==> config.mk <==
export PLATFORM = sky130hd
export DESIGN_NAME = n64_joybus_poller
export DESIGN_NICKNAME = d
export VERILOG_FILES = /design/src/rtl/n64_pkg.sv /design/src/rtl/n64_joybus_poller_line_sync.sv /design/src/rtl/n64_joybus_poller.sv
export SDC_FILE = /design/constraint.sdc
export NUM_CORES = 1
export LEC_CHECK = 0
export CAP_MARGIN = 10
export CORE_MARGIN = 5
export CORE_UTILIZATION = 61
export CTS_CLUSTER_SIZE = 28
export DETAILED_ROUTE_END_ITERATION = 6
export DONT_BUFFER_PORTS = 1
export PLACE_DENSITY = 0.77
export SLEW_MARGIN = 10
export SYNTH_ARGS = -nofsm -noshare
export SYNTH_HDL_FRONTEND = slang
export SYNTH_HIERARCHICAL = 1
export SYNTH_SLANG_ARGS = --single-unit
==> constraint.sdc <==
create_clock -name i_clk -period 2.7 [get_ports i_clk]
set_input_delay 0.405 -clock i_clk [delete_from_list [all_inputs] [get_ports i_clk]]
set_output_delay 0.405 -clock i_clk [all_outputs]
set_load 0.05 [all_outputs]
==> src/rtl/n64_pkg.sv <==
// n64_pkg: shared Joybus constants, FSM states and reply-to-button mapping.
package n64_pkg;
  typedef enum logic [2:0] {IDLE, TX, RX_WAIT, RX_BIT, RX_STOP, UPDATE, ERROR} state_t;
  localparam logic [7:0] POLL_CMD = 8'h01;
  localparam int RESP_BITS = 32;
  localparam int TX_BITS = 9;
  localparam int US_SHORT = 1;
  localparam int US_SAMPLE = 2;
  localparam int US_LONG = 3;
  localparam int US_BIT = 4;
  localparam int BTN_UP = 0;
  localparam int BTN_DOWN = 1;
  localparam int BTN_LEFT = 2;
  localparam int BTN_RIGHT = 3;
  localparam int BTN_START = 4;
  localparam int BTN_SELECT = 5;
  localparam int BTN_A = 6;
  localparam int BTN_B = 7;
  localparam int BTN_X = 8;
  localparam int BTN_Y = 9;
  localparam int BTN_L = 10;
  localparam int BTN_R = 11;
  // lr = {L, R}, c_dl = {Cdown, Cleft}; stick beyond the threshold folds into the D-pad
  function automatic logic [11:0] map_buttons(input logic [7:0] b0, input logic [1:0] lr,
                                              input logic [1:0] c_dl, input logic [7:0] x,
                                              input logic [7:0] y, input int thresh);
    logic [11:0] m;
    m = '0;
    m[BTN_UP] = b0[3] | (int'($signed(y)) > thresh);
    m[BTN_DOWN] = b0[2] | (int'($signed(y)) < -thresh);
    m[BTN_LEFT] = b0[1] | (int'($signed(x)) < -thresh);
    m[BTN_RIGHT] = b0[0] | (int'($signed(x)) > thresh);
    m[BTN_START] = b0[4];
    m[BTN_SELECT] = b0[5];
    m[BTN_A] = b0[7];
    m[BTN_B] = b0[6];
    m[BTN_X] = c_dl[0];
    m[BTN_Y] = c_dl[1];
    m[BTN_L] = lr[1];
    m[BTN_R] = lr[0];
    return m;
  endfunction
endpackage

==> src/rtl/n64_joybus_poller_line_sync.sv <==
// n64_line_sync: two-flop synchroniser for the Joybus pin plus falling-edge pulse.
module n64_line_sync (
  input  logic i_clk,
  input  logic i_rst_n,
  input  logic i_line,
  output logic o_sync,
  output logic o_fall
);
  logic r_meta, r_sync, r_prev;
  always_ff @(posedge i_clk or negedge i_rst_n)
    if (!i_rst_n) {r_meta, r_sync, r_prev} <= 3'b111;
    else {r_meta, r_sync, r_prev} <= {i_line, r_meta, r_sync};
  assign o_sync = r_sync;
  assign o_fall = r_prev & ~r_sync;
endmodule

==> src/rtl/n64_joybus_poller.sv <==
// n64_joybus_poller: periodic Joybus poll (0x01) and 32-bit status deserialiser
// driving the shared 12-bit button vector and signed stick outputs.
module n64_joybus_poller
  import n64_pkg::*;
#(
  parameter int CLK_FREQ_HZ = 12000000,
  parameter int POLL_PERIOD_US = 16000,
  parameter int TIMEOUT_US = 200,
  parameter int STICK_THRESH = 32
) (
  input  logic        i_clk,
  input  logic        i_rst_n,
  input  logic        i_n64_in,
  output logic        o_n64_oe,
  output logic [11:0] o_buttons,
  output logic [7:0]  o_stick_x,
  output logic [7:0]  o_stick_y,
  output logic        o_valid,
  output logic        o_present,
  output logic        o_err
);
  localparam int US_CYC = CLK_FREQ_HZ / 1000000;
  state_t r_state;
  logic [15:0] r_pre, r_us;
  logic [8:0] r_tx_sr;
  logic [3:0] r_tx_bit;
  logic [5:0] r_rx_cnt;
  logic [31:0] r_shift;
  logic r_stop_fell;
  logic w_sync, w_fall, w_tick;
  logic [15:0] w_low_us;
  n64_line_sync u_sync (
    .i_clk  (i_clk),
    .i_rst_n(i_rst_n),
    .i_line (i_n64_in),
    .o_sync (w_sync),
    .o_fall (w_fall)
  );
  // prescaler restarts on every phase change so all bit timing is edge-relative
  assign w_tick = r_pre == 16'(US_CYC - 1);
  assign w_low_us = r_tx_sr[8] ? 16'(US_SHORT) : 16'(US_LONG);
  always_ff @(posedge i_clk or negedge i_rst_n) begin
    if (!i_rst_n) begin
      r_state <= IDLE;
      r_pre <= '0;
      r_us <= '0;
      r_tx_sr <= '0;
      r_tx_bit <= '0;
      r_rx_cnt <= '0;
      r_shift <= '0;
      r_stop_fell <= 1'b0;
      o_n64_oe <= 1'b0;
      o_buttons <= '0;
      o_stick_x <= '0;
      o_stick_y <= '0;
      o_valid <= 1'b0;
      o_present <= 1'b0;
      o_err <= 1'b0;
    end else begin
      r_pre <= w_tick ? '0 : r_pre + 16'd1;
      if (w_tick) r_us <= r_us + 16'd1;
      o_valid <= 1'b0;
      o_err <= 1'b0;
      o_n64_oe <= 1'b0;
      case (r_state)
        IDLE:
          if (w_tick && r_us == 16'(POLL_PERIOD_US - 1)) begin
            r_state <= TX;
            r_us <= '0;
            r_tx_sr <= {POLL_CMD, 1'b1};
            r_tx_bit <= '0;
          end
        TX: begin
          o_n64_oe <= r_us < w_low_us;
          if (w_tick && r_us == 16'(US_BIT - 1)) begin
            r_us <= '0;
            r_tx_sr <= r_tx_sr << 1;
            r_tx_bit <= r_tx_bit + 4'd1;
            if (r_tx_bit == 4'(TX_BITS - 1)) begin
              r_state <= RX_WAIT;
              r_rx_cnt <= '0;
            end
          end
        end
        RX_WAIT:
          if (w_fall) begin
            r_state <= RX_BIT;
            r_pre <= '0;
            r_us <= '0;
          end else if (w_tick && r_us == 16'(TIMEOUT_US - 1)) r_state <= ERROR;
        RX_BIT:
          if (w_tick && r_us == 16'(US_SAMPLE - 1)) begin
            r_shift <= {r_shift[30:0], w_sync};
            r_rx_cnt <= r_rx_cnt + 6'd1;
            r_us <= '0;
            r_stop_fell <= 1'b0;
            r_state <= r_rx_cnt == 6'(RESP_BITS - 1) ? RX_STOP : RX_WAIT;
          end
        RX_STOP:
          if (!r_stop_fell && w_fall) begin
            r_stop_fell <= 1'b1;
            r_pre <= '0;
            r_us <= '0;
          end else if (r_stop_fell && w_sync) r_state <= UPDATE;
          else if (w_tick && r_us == 16'(TIMEOUT_US - 1)) r_state <= ERROR;
        UPDATE: begin
          o_buttons <= map_buttons(r_shift[31:24], r_shift[21:20], r_shift[18:17],
                                   r_shift[15:8], r_shift[7:0], STICK_THRESH);
          o_stick_x <= r_shift[15:8];
          o_stick_y <= r_shift[7:0];
          o_valid <= 1'b1;
          o_present <= 1'b1;
          r_state <= IDLE;
          r_pre <= '0;
          r_us <= '0;
        end
        ERROR: begin
          o_err <= 1'b1;
          o_present <= 1'b0;
          o_buttons <= '0;
          o_stick_x <= '0;
          o_stick_y <= '0;
          r_state <= IDLE;
          r_pre <= '0;
          r_us <= '0;
        end
        default: r_state <= IDLE;
      endcase
    end
  end
endmodule

==> flow_summary.json, run 1 <==
{
  "ys_ff_latch": 122,
  "ys_seq_area_frac": 0.560,
  "nets": 500,
  "drive_gt1_frac": 0.179,
  "grt_usage": 0.217,
  "first_pass_iters": 4,
  "cts_hold_buf": 1,
  "rows": 34,
  "violations": "hold timing",
  "hold_path.class": "input port to async pin",
  "gp_congestion": 0.858,
  "wl_met2_mm": 5.47,
  "hold_viol_final": 122,
  "finalMaxSlewViolations": 0,
  "cp_data_required_time_ps": 3080,
  "clkTransAtPathRegs_ps": 60,
  "tightest_slew_ps": 740,
  "synthXorXnorAreaFrac": 0.0465,
  "whs_ps": -420,
  "power_density_nw_per_um2": 680,
  "syn-num-nets": 485,
  "layout_commonest_cell": "dfrtp_1",
  "synth_area_um2": 5460,
  "synth_edf_count": 0,
  "clock.fmax_mhz": 379,
  "finalSetupViolCount": 0,
  "cts_buffers": 17,
  "n_antenna_cell": 0,
  "wl_mm": 11.2,
  "initial_core_util": 0.626,
  "crit_buf_inv": 0,
  "vias_per_cell": 6.23,
  "syn-instance-count": 474,
  "synthAdderAreaFrac": 0.0183,
  "drt_iter0_drc": 260,
  "synthSimpleGateAreaFrac": 0.154,
  "cellLeakagePower_uw": 0.00295,
  "die_h_um": 105,
  "max_stage_delay_ps": 570,
  "cts_resized": 0,
  "fin_crit_ps": 2640,
  "top_layer": "met4",
  "postSynthAreaPerCell_um2": 11.5,
  "wl_per_cell_um": 18.4,
  "yosys_warnings": 6,
  "io_pins": 35,
  "crit_top_cell": "or4_4",
  "dr_wl_met3_um": 366,
  "grt_max_degree": 123,
  "pre_cts_slack_ps": 91.8,
  "status": "complete, but fails checks",
  "cts.sinks": 122,
  "finalWorstSetupSlack_ps": 64.2,
  "fin_util": 0.718,
  "final_cell_mix": "119 x dfrtp_1, 31 x mux2_2, 28 x nor2_1, 27 x nand2_1, 25 x a22o_1",
  "die_area_um2": 10900,
  "cpMaxStageDelayCell": "or4_4",
  "grt_overflow": 0,
  "io_buffer_count": 0,
  "num_vias": 3802,
  "grt_pass1_vias": 3839,
  "antenna_left": 0,
  "max_cap_violations": 0,
  "endpoint_kind": "register",
  "start_kind": "register",
  "min_period_over_period": 0.976,
  "core_area_um2": 8720,
  "worst-setup-path-type": "register to register",
  "crit_family": "simple AND/OR/NAND/NOR gates",
  "h-tree-depth": 4,
  "area_delta_synth_final_pct": 14.7,
  "die_w_um": 105,
  "clk_path_buf_depth": 2,
  "tns_ps": 0,
  "place_hpwl_mm": 6.90,
  "peakVddDrop_mv": 0.404,
  "grt_pass1_wl_mm": 19.4,
  "antenna_found_initial": 0,
  "p_total_uw": 4260,
  "drc_errors": 0,
  "rsz0062_at_grt": "yes",
  "synthDistinctLibCells": 56,
  "synth_top_family_by_area": "simple AND/OR/NAND/NOR gates",
  "worst_skew_pair.late_latency_ps": 520,
  "synthMuxAreaShare": 0.0694,
  "synth-main-ff-cell": "dfrtp_1",
  "drt-met1-wl_mm": 5.27,
  "cts_root_buf": "clkbuf_8",
  "cp.arrival_ps": 3020,
  "path_cells": "or4_1 > or4_4 > or4_4 > a21boi_4 > o22ai_1",
  "crit_fanout": 10,
  "cts_tree": "built",
  "ys_async_sr_fraction": 1.00,
  "clock_skew_ps": 9.85,
  "slew_headroom": 0.505,
  "synth_compound_gate_area_share": 0.122
}
-- final timing paths --
path | start | slack, ps | end | depth (start not counted)
setup reg to reg | r_us[10]$_DFF_PN0_ | 60 | r_tx_sr[7]$_DFFE_PN0P_ | 5
setup / recovery | r_us[10]$_DFF_PN0_ | 60 | r_tx_sr[7]$_DFFE_PN0P_ | 5
hold reg to reg | u_sync/r_meta$_DFF_PN1_ | 380 | u_sync/o_sync$_DFF_PN1_ | 0
max in group asynchronous | i_rst_n | 2870 | u_sync/o_sync$_DFF_PN1_ | 0
hold / removal | i_rst_n | -420 | r_tx_sr[4]$_DFFE_PN0P_ | 0
min in group i_clk | u_sync/r_meta$_DFF_PN1_ | 380 | u_sync/o_sync$_DFF_PN1_ | 0
-- worst reg2reg max path: cells and delay by family (launching register included) --
| kind | cells | cell delay [ps] |
|---|---|---|
| flip-flops | 1 | 420 |
| AND/OR/NAND/NOR | 3 | 1620 |
| AO/OA/AOI/OAI | 2 | 470 |
-- registers in the layout, indices dropped and copies added, names as in the netlist --
signal / cells
r_us: 16
r_shift: 32
r_stop_fell: 1
u_sync/o_sync: 1
r_state: 3
o_stick_y: 8
o_stick_x: 8
u_sync/r_meta: 1
o_err: 1
r_rx_cnt: 6
r_pre: 16
u_sync/r_prev: 1
o_valid: 1
r_tx_sr: 9
o_buttons: 12
o_present: 1
r_tx_bit: 4
o_n64_oe: 1
-- per-stage QoR --
step / instance area [µm²] / hold WS (ps) / cells
2_1_floorplan: 5460 / 109 / 474
3_5_place_dp: 5630 / 114 / 577
4_1_cts: 6260 / -436 / 610
5_1_grt: 6260 / -444 / 610
6_report: 6260 / -420 / 610
3_3_place_gp: 5630 / 115 / 577
-- routing by layer --
metal  vias to the layer above  global-route usage
met1                      1958               0.312
met4                         0              0.0831
met2                        67               0.325
li1                       1768                   -
met3                         9              0.0469
met5                         -                   0
-- cell usage after synthesis, drive strengths merged (14+ instances only) --
cell type	n	area [µm²]
xnor2	16	140
mux2	31	349
a21oi	21	105
a22o	25	219
dfrtp	119	2980
nand4	16	100
nand2	27	101
inv	20	75.1
nand3	14	75.1
nor2	28	105
o21ai	19	95.1
-- area by class of cell --
class | instances | area, µm²
Multi-Input combinational cell | 314 | 2260
Clock buffer | 18 | 418
Inverter | 20 | 75.1
Tap cell | 108 | 135
Fill cell | 561 | 2460
Sequential cell | 122 | 3060
Clock inverter | 14 | 204
Timing Repair Buffer | 14 | 120
-- what timing repair did --
| action | in CTS | in global routing |
|---|---|---|
| buffers inserted | 0 | 0 |
| endpoints found under the hold margin | 123 | 122 |
| endpoints found under the setup margin | 0 | 6 |
-- power breakdown --
group	switching, µW	internal [µW]
Clock	892	1530
Combinational	2.01	2.71
Sequential	2.25	1830
Total	896	3360
-- logic make-up after synthesis --
| logic type | after synthesis |
|---|---|
| flip-flops | 122 |
| XOR/XNOR | 29 |
| adder cells (fa/ha/maj) | 8 |
| buffers and inverters | 38 |
| AO/OA/AOI/OAI | 95 |
| AND/OR/NAND/NOR | 148 |
| multiplexers | 34 |
No activity file was read; power rests on OpenSTA's default activity.
==> inputs of run 2 (changes only) <==
--- a/config.mk
+++ b/config.mk
@@ -5,14 +5,14 @@
 export SDC_FILE = /design/constraint.sdc
 export NUM_CORES = 1
 export LEC_CHECK = 0
-export CAP_MARGIN = 10
+export CAP_MARGIN = 20
 export CORE_MARGIN = 5
 export CORE_UTILIZATION = 61
 export CTS_CLUSTER_SIZE = 28
 export DETAILED_ROUTE_END_ITERATION = 6
 export DONT_BUFFER_PORTS = 1
 export PLACE_DENSITY = 0.77
-export SLEW_MARGIN = 10
+export SLEW_MARGIN = 20
 export SYNTH_ARGS = -nofsm -noshare
 export SYNTH_HDL_FRONTEND = slang
 export SYNTH_HIERARCHICAL = 1
==> results of run 2 <==
No change in the layout: final DEF, timing and power equal those of run 1.
==> inputs of run 3 (changes only) <==
--- a/config.mk
+++ b/config.mk
@@ -11,6 +11,7 @@
 export CTS_CLUSTER_SIZE = 28
 export DETAILED_ROUTE_END_ITERATION = 6
 export DONT_BUFFER_PORTS = 1
+export GPL_TIMING_DRIVEN = 0
 export PLACE_DENSITY = 0.77
 export SLEW_MARGIN = 20
 export SYNTH_ARGS = -nofsm -noshare
==> flow_summary.json, run 3 (synthesis results as in run 1) <==
{
  "p_total_uw": 4120,
  "die_w_um": 105,
  "rsz0062_at_grt": "yes",
  "power_density_nw_per_um2": 654,
  "reg_top3": "r_shift (32), r_pre (16), r_us (16)",
  "die_area_um2": 10900,
  "final_cell_mix": "119 x dfrtp_1, 31 x mux2_2, 28 x nor2_1, 27 x nand2_1, 25 x a22o_1",
  "max_cap_violations": 0,
  "slew_headroom": 0.588,
  "core_area_um2": 8720,
  "io_buffer_count": 0,
  "hold_viol_final": 122,
  "drive_gt1_frac": 0.181,
  "layout_commonest_cell": "dfrtp_1",
  "num_vias": 3827,
  "antenna_left": 0,
  "gp_congestion": 0.871,
  "grt_overflow": 0,
  "drt_iter0_drc": 328,
  "grtUsageMet2": 0.334,
  "min_period_over_period": 0.977,
  "cellLeakagePower_uw": 0.00293,
  "tightest_slew_ps": 615,
  "cp.arrival_ps": 3030,
  "rows": 34,
  "cp_data_required_time_ps": 3100,
  "grt_usage": 0.216,
  "place_area_um2": 5600,
  "area_delta_synth_final_pct": 15.3,
  "largest_reg_flops": 32,
  "drc_errors": 0,
  "pre_cts_slack_ps": -184,
  "status": "complete, but fails checks",
  "cts_tree": "built",
  "endpoint_kind": "register",
  "die_h_um": 105,
  "nets": 506,
  "vias_per_cell": 6.21,
  "io_pins": 35,
  "hold_path.class": "input port to async pin",
  "n_antenna_cell": 0,
  "use_met3": 0.0666,
  "worst-setup-path-type": "register to register",
  "whs_ps": -424,
  "grt_use_met1": 0.293,
  "finalInstanceArea_um2": 6300,
  "r2r_cells": 5,
  "crit-reg2reg-capture": "r_shift[13]$_DFFE_PN0P_",
  "fin_crit_ps": 2640,
  "clk_path_buf_depth": 2,
  "grt_max_degree": 123,
  "cts.sinks": 122,
  "worst_skew_pair.late_latency_ps": 520,
  "violations": "hold timing",
  "peakVddDrop_mv": 0.408,
  "clock_skew_ps": 10.6,
  "wl_per_cell_um": 18.4,
  "place_hpwl_mm": 7.05,
  "initial_core_util": 0.626,
  "busiest_layer": "met2",
  "n_fill_cell": 588,
  "clock.fmax_mhz": 379,
  "cts_hold_buf": 1,
  "start_kind": "register",
  "finalMaxSlewViolations": 0,
  "wl_mm": 11.3,
  "grt_pass1_wl_mm": 19.2,
  "finalWorstSetupSlack_ps": 62.0,
  "grt_pass1_vias": 3902,
  "crit_fanout": 10,
  "top_register": "r_shift",
  "cts_buffers": 17,
  "clkTransAtPathRegs_ps": 60,
  "cts_root_buf": "clkbuf_8",
  "r2r_setup_slack_ps": 60,
  "finalSetupViolCount": 0,
  "h-tree-depth": 4,
  "r2r_start": "r_us[10]$_DFF_PN0_",
  "first_pass_iters": 5,
  "tns_ps": 0,
  "antenna_found_initial": 0
}
==> run 3: area by class of cell <==
| class | count | area (µm²) | share of cell area |
|---|---|---|---|
| Clock buffer | 17 | 414 | 0.0658 |
| Inverter | 20 | 75.1 | 0.0119 |
| Timing Repair Buffer | 2 | 30.0 | 0.00477 |
| Clock inverter | 15 | 179 | 0.0284 |
| Tap cell | 108 | 135 | 0.0215 |
| Buffer | 18 | 90.1 | 0.0143 |
| Multi-Input combinational cell | 314 | 2320 | 0.368 |
| Sequential cell | 122 | 3060 | 0.485 |
==> run 3: layer usage <==
metal / vias to the layer above / part of all wire
met4: 0 / 0.017
met2: 125 / 0.49
li1: 1777 / -
met3: 25 / 0.050
met5: - / 0
met1: 1900 / 0.45
==> run 3: repair_timing <==
action / in CTS / in global routing
pin swaps: 0 / 1
hold endpoints to repair: 123 / 122
endpoints found under the setup margin: 63 / 58
gates resized for setup: 6 / 6
buffers inserted: 0 / 1
==> run 3: metrics by stage <==
step	hold slack [ps]	std cells	utilization
final	-424	616	0.722
after global routing	-458	616	0.722
after CTS	-444	615	0.715
after detailed placement	113	582	0.642
after global placement	114	582	0.642
after floorplan	109	474	-
==> run 3: worst max-delay path, stage by stage, from the launching register on <==
cell	delay, ps
dfrtp_1	430
or4_4	560
or4_4	490
nor4_4	400
buf_4	270
mux2_2	360
==> run 3: how the worst max path moves through the flow <==
stage | startpoint | to | slack [ps] | depth (start not counted)
finish | r_us[10]$_DFF_PN0_ | r_shift[13]$_DFFE_PN0P_ | 60 | 5
global route | r_us[10]$_DFF_PN0_ | r_shift[13]$_DFFE_PN0P_ | -3 | 5
CTS | r_us[11]$_DFF_PN0_ | r_us[5]$_DFF_PN0_ | 60 | 6
detailed placement | r_pre[0]$_DFF_PN0_ | r_us[15]$_DFF_PN0_ | -180 | 6
global placement | r_pre[0]$_DFF_PN0_ | r_us[15]$_DFF_PN0_ | -120 | 6
floorplan | r_us[11]$_DFF_PN0_ | r_shift[0]$_DFFE_PN0P_ | 240 | 5
==> run 3: power breakdown <==
group	leakage (µW)	internal [µW]	switching, µW
sequential	0.00169	1830	2.07
clock	0.000286	1350	926
combinational	0.000962	2.71	1.62
total	0.00293	3190	929
